===== config.mk =====
export PLATFORM = sky130hd
export DESIGN_NAME = gate_truth_sequencer
export DESIGN_NICKNAME = d
export VERILOG_FILES = /design/src/rtl/gate_seq_pkg.sv /design/src/rtl/dwell_timer.sv /design/src/rtl/gate_truth_sequencer.sv
export SDC_FILE = /design/constraint.sdc
export NUM_CORES = 1
export LEC_CHECK = 0
export CORE_MARGIN = 8
export CORE_UTILIZATION = 45
export CTS_CLUSTER_DIAMETER = 80
export DETAILED_ROUTE_END_ITERATION = 8
export GPL_ROUTABILITY_DRIVEN = 0
export GPL_TIMING_DRIVEN = 0
export SETUP_SLACK_MARGIN = 0.15
export SLEW_MARGIN = 20
export SYNTH_ARGS = -nofsm -noshare
export SYNTH_HDL_FRONTEND = slang
export SYNTH_HIERARCHICAL = 1
export SYNTH_SLANG_ARGS = --single-unit
export TNS_END_PERCENT = 5

===== constraint.sdc =====
create_clock -name clk -period 6.5 [get_ports clk]
set_input_delay 1.3 -clock clk [delete_from_list [all_inputs] [get_ports clk]]
set_output_delay 1.3 -clock clk [all_outputs]
set_load 0.02 [all_outputs]

===== src/rtl/gate_seq_pkg.sv =====
// Shared definitions for the gate truth-table sequencer: gate codes, FSM states and the
// reference truth function used when judging the gate under test.
package gate_seq_pkg;

  localparam logic [2:0] GATE_AND         = 3'd0;
  localparam logic [2:0] GATE_OR          = 3'd1;
  localparam logic [2:0] GATE_NAND        = 3'd2;
  localparam logic [2:0] GATE_NOR         = 3'd3;
  localparam logic [2:0] GATE_XOR         = 3'd4;
  localparam logic [2:0] GATE_XNOR        = 3'd5;
  localparam logic [2:0] GATE_INVALID_MIN = 3'd6;

  typedef enum logic [1:0] {
    StIdle  = 2'd0,
    StDrive = 2'd1,
    StDone  = 2'd2
  } state_e;

  function automatic logic expected_out(input logic [2:0] sel, input logic a, input logic b);
    logic r;
    case (sel)
      GATE_AND:  r = a & b;
      GATE_OR:   r = a | b;
      GATE_NAND: r = ~(a & b);
      GATE_NOR:  r = ~(a | b);
      GATE_XOR:  r = a ^ b;
      GATE_XNOR: r = ~(a ^ b);
      default:   r = 1'b0;
    endcase
    return r;
  endfunction

endpackage


===== src/rtl/dwell_timer.sv =====
// Dwell counter: counts 0..TICK_DIV-1 while enabled, wraps, and flags the final cycle.
module dwell_timer #(
  parameter int unsigned TICK_DIV = 100_000_000
) (
  input  logic clk,
  input  logic rst_n,
  input  logic clear,
  input  logic enable,
  output logic last
);

  localparam int unsigned CntW = (TICK_DIV > 1) ? $clog2(TICK_DIV) : 1;
  localparam logic [CntW-1:0] CntMax = CntW'(TICK_DIV - 1);

  logic [CntW-1:0] cnt_q, cnt_d;

  assign last = (cnt_q == CntMax);

  always_comb begin
    cnt_d = cnt_q;
    if (clear) begin
      cnt_d = '0;
    end else if (enable) begin
      cnt_d = last ? '0 : cnt_q + CntW'(1);
    end
  end

  always_ff @(posedge clk or negedge rst_n) begin
    if (!rst_n) begin
      cnt_q <= '0;
    end else begin
      cnt_q <= cnt_d;
    end
  end

endmodule


===== src/rtl/gate_truth_sequencer.sv =====
// Walks a 2-input gate through all four input combinations and records mismatches.
// Define GATE_SEQ_AUTO_REPEAT_EN to restart runs back-to-back while start is held.
module gate_truth_sequencer
  import gate_seq_pkg::*;
#(
  parameter int unsigned TICK_DIV = 100_000_000
) (
  input  logic       clk,
  input  logic       rst_n,
  input  logic       start,
  input  logic [2:0] gate_sel,
  input  logic       gate_out,
  output logic       in_a,
  output logic       in_b,
  output logic [1:0] step,
  output logic       busy,
  output logic       done,
  output logic       pass,
  output logic [3:0] fail_mask
);

  state_e     state_q, state_d;
  logic [2:0] sel_q, sel_d;
  logic [1:0] step_q, step_d;
  logic [1:0] in_q, in_d;
  logic [3:0] acc_q, acc_d, acc_upd;
  logic [3:0] fail_q, fail_d;
  logic       pass_q, pass_d;
  logic       busy_q, busy_d;
  logic       done_q, done_d;
  logic       start_q;
  logic       start_rise, mismatch, sel_valid;
  logic       tmr_clear, tmr_en, tmr_last;

  dwell_timer #(
    .TICK_DIV(TICK_DIV)
  ) u_dwell_timer (
    .clk   (clk),
    .rst_n (rst_n),
    .clear (tmr_clear),
    .enable(tmr_en),
    .last  (tmr_last)
  );

  assign start_rise = start & ~start_q;
  assign sel_valid  = (sel_q < GATE_INVALID_MIN);
  assign mismatch   = (gate_out != expected_out(sel_q, step_q[1], step_q[0]));

  always_comb begin
    state_d   = state_q;
    sel_d     = sel_q;
    step_d    = step_q;
    acc_d     = acc_q;
    fail_d    = fail_q;
    pass_d    = pass_q;
    busy_d    = busy_q;
`ifdef GATE_SEQ_AUTO_REPEAT_EN
    done_d    = 1'b0;
`else
    done_d    = done_q;
`endif
    tmr_clear = 1'b0;
    tmr_en    = 1'b0;
    acc_upd   = acc_q;
    acc_upd[step_q] = acc_q[step_q] | mismatch;

    unique case (state_q)
      StIdle, StDone: begin
        if (start_rise) begin
          sel_d     = gate_sel;
          step_d    = 2'd0;
          acc_d     = 4'h0;
          tmr_clear = 1'b1;
          busy_d    = 1'b1;
          done_d    = 1'b0;
          state_d   = StDrive;
        end
      end
      StDrive: begin
        if (!sel_valid) begin
          fail_d  = 4'hF;
          pass_d  = 1'b0;
          done_d  = 1'b1;
          busy_d  = 1'b0;
          state_d = StDone;
        end else begin
          tmr_en = 1'b1;
          if (tmr_last) begin
            acc_d = acc_upd;
            if (step_q == 2'd3) begin
              fail_d = acc_upd;
              pass_d = (acc_upd == 4'h0);
              done_d = 1'b1;
`ifdef GATE_SEQ_AUTO_REPEAT_EN
              if (start) begin
                // Timer has wrapped to 0 already; just rewind the run.
                step_d = 2'd0;
                acc_d  = 4'h0;
              end else begin
                busy_d  = 1'b0;
                state_d = StDone;
              end
`else
              busy_d  = 1'b0;
              state_d = StDone;
`endif
            end else begin
              step_d = step_q + 2'd1;
            end
          end
        end
      end
      default: state_d = StIdle;
    endcase

    // Registered gate inputs track the step the next cycle will dwell on.
    in_d = (state_d == StDrive) ? step_d : 2'b00;
  end

  always_ff @(posedge clk or negedge rst_n) begin
    if (!rst_n) begin
      state_q <= StIdle;
      sel_q   <= 3'd0;
      step_q  <= 2'd0;
      in_q    <= 2'b00;
      acc_q   <= 4'h0;
      fail_q  <= 4'h0;
      pass_q  <= 1'b0;
      busy_q  <= 1'b0;
      done_q  <= 1'b0;
      start_q <= 1'b0;
    end else begin
      state_q <= state_d;
      sel_q   <= sel_d;
      step_q  <= step_d;
      in_q    <= in_d;
      acc_q   <= acc_d;
      fail_q  <= fail_d;
      pass_q  <= pass_d;
      busy_q  <= busy_d;
      done_q  <= done_d;
      start_q <= start;
    end
  end

  assign in_a      = in_q[1];
  assign in_b      = in_q[0];
  assign step      = step_q;
  assign busy      = busy_q;
  assign done      = done_q;
  assign pass      = pass_q;
  assign fail_mask = fail_q;

endmodule

Word-level counts from Yosys, hierarchy flattened --
Cells that the tools add are included.
Operators by class: add/sub/neg operators 2, $lt $le $gt $ge 3, equal/unequal tests 18, muxes and demuxes 44, bitwise gates (word level) 9, reductions and logical operators 11
Operators with widths (number):
- 27-bit two-way mux | 3
- 27-bit by 1-bit adder with 27-bit output, second input constant | 1
- 27-bit == test, second input constant | 1
- 4-bit two-way mux | 6
- 2-bit two-way mux | 9
- 1-bit two-way mux | 17
- 2-bit case mux with 2 select lines | 2
- 4-bit case mux with 2 select lines | 1
- 4-bit AND reduction | 2
- 3-bit by 2-bit == test with 1-bit output, second input constant | 2
- 3-bit == test, second input constant | 2
- 2-bit by 1-bit != test with 1-bit output, second input constant | 3
- 1-bit case mux with 6 select lines | 1
- 4-bit bitwise mux | 1
- 2-bit by 1-bit == test with 1-bit output, second input constant | 2
- 2-bit == test, second input constant | 2
- 4-bit logical NOT | 1
- 2-bit != test, second input constant | 2
- 1-bit inverter | 4
- 1-bit case mux with 2 select lines | 2
- 2-bit nonzero test | 2
- 3-bit by 1-bit == test with 1-bit output, second input constant | 1
- 3-bit logical NOT | 1
- 2-bit by 3-bit less-than comparator with 1-bit output, second input constant | 1
- other kinds (16) | 18
Word-level totals: register bits after elaboration 48, bits of input ports 7, output and inout port bits 11, logic and storage cells 98

Depth between registers and ports, before layout --
Gate-level depths: netlist of run 1.
depth after elaboration 10, depth in mapped cells 10, mapped depth without buffers 9

By module --
The synthesis of run 1 kept the hierarchy.
Modules (own cells, without submodules):
- dwell_timer | times used 1, cells each 170, area an instance 1537.7 sq um, sequential area each 675.6 sq um
- gate_truth_sequencer | times used 1, cells each 116, area an instance 1094.8 sq um, sequential area each 525.5 sq um

Least setup slack after synthesis of run 1 --
No wires, ideal clock.
path type input to register, from input port start, to register u_dwell_timer.cnt_q[19], setup time 0.121 ns, arrival 2.915 ns, data required time 6.379 ns, slack 3.463 ns, stages 10, buffers on the path 2, cell sequence nor2b_1 > nand2b_1 > inv_2 > buf_2 > o2111ai_1 > or3_1 > clkbuf_1 > nor4_1 > xnor2_1 > nor2_1
On the way: cells in the longest elaborated chain, start to end 4, elaborated cells on any way between the ends 5, classes of those cells mux: 3; bitwise: 1; reduce/logical: 1
Ends and longest elaborated chain:
- from (decl) | RTL line gate_truth_sequencer.sv:10 | input logic start,
- 1-bit AND * | RTL line gate_truth_sequencer.sv:45 | assign start_rise = start & ~start_q;
- 1-bit two-way mux * | RTL line gate_truth_sequencer.sv:69 | if (start_rise) begin
- 1-bit two-way mux * | RTL line gate_truth_sequencer.sv:67 | unique case (state_q)
- named net tmr_clear | RTL line gate_truth_sequencer.sv:33 | logic tmr_clear, tmr_en, tmr_last;
- 27-bit two-way mux / 2-bit nonzero test (equally long branches)
- to (signal assigned) | RTL line dwell_timer.sv:32 | cnt_q <= cnt_d;
- to (decl) | RTL line dwell_timer.sv:15 | logic [CntW-1:0] cnt_q, cnt_d;
Mark *: on every way through the listed nets, which the timed path passes. The rest lies on a longest branch. A chain may end at the register's enable or synchronous reset.

Final worst setup path of run 1 --
from input port start, to register u_dwell_timer.cnt_q[21]
The elaborated chain is that of the path after synthesis.

==> out/metrics.csv, run 1 <==
metric;value;unit
max-vdd-ir-drop;0.153;mV
pin_count;18;
outcome;finished clean;
grt_pass1_vias;2068;
gr-total-overflow;0;
netlist_instances;286;
antenna_found_initial;0;
antenna_cells;0;
cp_slowest_stage_delay;470;ps
postCtsSetupBuffers;0;
core_area;5780;µm²
die_height;92.5;µm
ant_nets;0;
holdPathStages;2;
reg2reg_depth;8;
grt_max_degree;33;
drive_gt1_share;10.6;%
clk_pin_slew;90;ps
cts_buffers;5;
hold_end;done;
cts_num_sinks;48;
drv_cap;0;
avgViaCountPerCell;5.35;
comb_power_share;26.5;%
yosysWarnings;6;
min_period;3550;ps
finClkSkew;9.26;ps
setup_viol;0;
most-common-layout-cells;48 x dfrtp_1, 37 x nor2_1, 35 x nand2_1;
dp_hpwl;4120;µm
finalPower;0.732;mW
cp_data_arrival_time;3730;ps
clk_latency;290;ps
area_growth;13.5;%
synth_seq_cells;48;
cts.repair.resized;0;
r2r_slack;3560;ps
synth-seq-area-share;45.6;%
clk_path_buf_depth;2;
synth_cell_types;51;
synth_area_per_cell;9.20;µm²
finalCritPeriodShare;54.6;%
grt_usage;14.0;%
synth_edf_count;0;
route.vias.total;2066;
p_seq_share;50.5;%
finalNetCount;325;
row_count;28;
cts_root_buffer;clkbuf_8;
p_leak;1.19;nW
drv_slew;0;
rsz0062_at_grt;false;
routed_wirelength;5610;µm
async_reset_ff_share;100;%
tightest_slew;681;ps
startpoint_type;input pin;
worstHoldStart;done;
cp-startpoint;start;
port_buffers;17;
fmax;0.282;GHz
cts_max_level;2;
cp_slowest_cell;clkdlybuf4s50_1;
hold_viol;0;
finish.utilization;51.7;%
p_sw_share;33.8;%
intPower;0.485;mW
syn-num-nets;300;
r2r-start;u_dwell_timer/cnt_q[17];
min_path_type;register to register;
routedWlPerCell;14.5;µm
r2r-end;pass;
switchingPower;0.248;mW
cts_tree;built;
netlist_area;2630;µm²
crit_chain;clkdlybuf4s50_1 -> nor2b_1 -> nand2b_1 -> inv_2 -> buf_2 -> o2111ai_1 -> or3_1 -> clkbuf_1 -> nor4_1 -> xnor2_1 -> nor2_1;
drc;0;
slew_headroom;54.6;%
clkPwrFrac;23.0;%
layout_commonest_cell;dfrtp_1;
crit_type;input pin to register;
cellPowerDensity;245;nW/µm²
hold_buffers;0;
endpoint_kind;register;
drt_pass1_iterations;4;
tns;0;ps
synthFlopType;dfrtp_1;
grt_first_pass_wirelength;9850;µm
die_width;92.5;µm
initial_core_util;45.5;%
cp_max_fo;9;
die_area;8550;µm²
crit_required;6680;ps
drt_iter0_markers;64;
## cells in the mapped netlist (2+ instances only)
library cell | n | share of area [%]
o211ai_2 | 2 | 0.95
xnor2_1 | 14 | 4.7
a21oi_1 | 15 | 2.9
xor2_1 | 4 | 1.3
nor2_1 | 37 | 5.3
nand2b_1 | 7 | 1.7
nor2b_1 | 2 | 0.48
o21ai_1 | 7 | 1.3
nand3_1 | 16 | 3.0
clkbuf_1 | 3 | 0.43
buf_2 | 3 | 0.57
inv_1 | 9 | 1.3
and3_4 | 2 | 0.86
and4_4 | 2 | 0.86
a21boi_1 | 2 | 0.57
nor2b_2 | 2 | 0.67
ha_1 | 7 | 3.3
nor4_1 | 5 | 1.2
inv_2 | 2 | 0.29
o31ai_1 | 2 | 0.57
or3_1 | 3 | 0.71
dfrtp_1 | 48 | 46
nor3_1 | 7 | 1.3
or4_1 | 5 | 1.4
nand4_1 | 9 | 2.1
nor3b_1 | 2 | 0.57
and2_1 | 3 | 0.71
nand2_1 | 35 | 5.0
o21ai_0 | 8 | 1.5
and3_1 | 2 | 0.48
## flip-flops by register name, indices dropped and copies added, names as in the netlist
name                 count
done                     1
acc_q                    4
fail_mask                4
busy                     1
start_q                  1
u_dwell_timer/cnt_q     27
in_q                     2
step                     2
state_q                  2
sel_q                    3
pass                     1
## worst max-delay path: cells and delay by family
family / cells / cell delay (ps)
simple gates: 5 / 1030
xor+xnor: 1 / 170
compound gates: 1 / 240
buf+inv: 4 / 980
## through the flow
stage | cells | instance area (µm²) | hold slack [ps] | setup slack, ps
detailed placement | 379 | 2910 | 467 | 2630
CTS | 386 | 2990 | 489 | 2950
floorplan | 286 | 2630 | 484 | 3460
global route | 386 | 2990 | 533 | 2680
global placement | 378 | 2900 | 463 | 2570
finish | 386 | 2990 | 484 | 2950
## routing by layer
metal	track usage (%)	vias to the layer above	routed length, µm
li1	-	1056	-
met1	17.7	985	2700
met5	0	-	0
met2	23.4	21	2710
met4	3.62	0	39
met3	3.16	4	164
## cell families after synthesis
family | count (synthesis) | synth area share, %
AOI/OAI and AO/OA | 46 | 11.1
xor gates and xnor gates | 18 | 5.99
adders and majority gates | 7 | 3.33
buffers and inverters | 18 | 2.99
DFF | 48 | 45.6
muxes | 2 | 1.28
and+or+nand+nor | 147 | 29.7
## power by group through the flow
stage	logic, mW	clock network [mW]	registers (mW)
6_report	0.194	0.169	0.370
5_1_grt	0.218	0.190	0.376
4_1_cts	0.196	0.178	0.369
3_5_place_dp	0.195	0	0.375
3_3_place_gp	0.194	0	0.374
2_1_floorplan	0.133	0	0.374
## worst max path at each step
stage                                         end  slack (ps)  cells past startpoint
after global placement    u_dwell_timer/cnt_q[21]        2570                     11
after detailed placement  u_dwell_timer/cnt_q[21]        2630                     11
final                     u_dwell_timer/cnt_q[21]        2950                     11
after floorplan           u_dwell_timer/cnt_q[19]        3460                     10
after global routing      u_dwell_timer/cnt_q[21]        2680                     11
after CTS                 u_dwell_timer/cnt_q[21]        2950                     11
## cell type report
cell class | count | area [µm²]
fillers | 571 | 2790
multi-input cells | 220 | 1350
flip-flops and latches | 48 | 1200
repair buffers | 18 | 185
well taps | 75 | 93.8
clock buffers | 6 | 72.6
inverters | 11 | 41.3
plain buffers | 7 | 37.5
clock inverters | 1 | 5.00
Power figures use the tool's default switching activity.
==> run 2: changes to the inputs <==
==> constraint.sdc (replaced) <==
create_clock -name clk -period 3.7 [get_ports clk]
set_input_delay 0.74 -clock clk [delete_from_list [all_inputs] [get_ports clk]]
set_output_delay 0.74 -clock clk [all_outputs]
set_load 0.02 [all_outputs]
==> results of run 2 <==
The final DEF is identical to that of run 1. Status: finished clean.
Main changes from that run: setup slack after placement 2630 ps -> 386 ps; setup slack after layout 2950 ps -> 710 ps; hold slack 484 ps -> 367 ps; register-to-register setup slack 3560 ps -> 760 ps; total power 0.732 mW -> 1.29 mW; worst IR drop on VDD 0.153 mV -> 0.269 mV
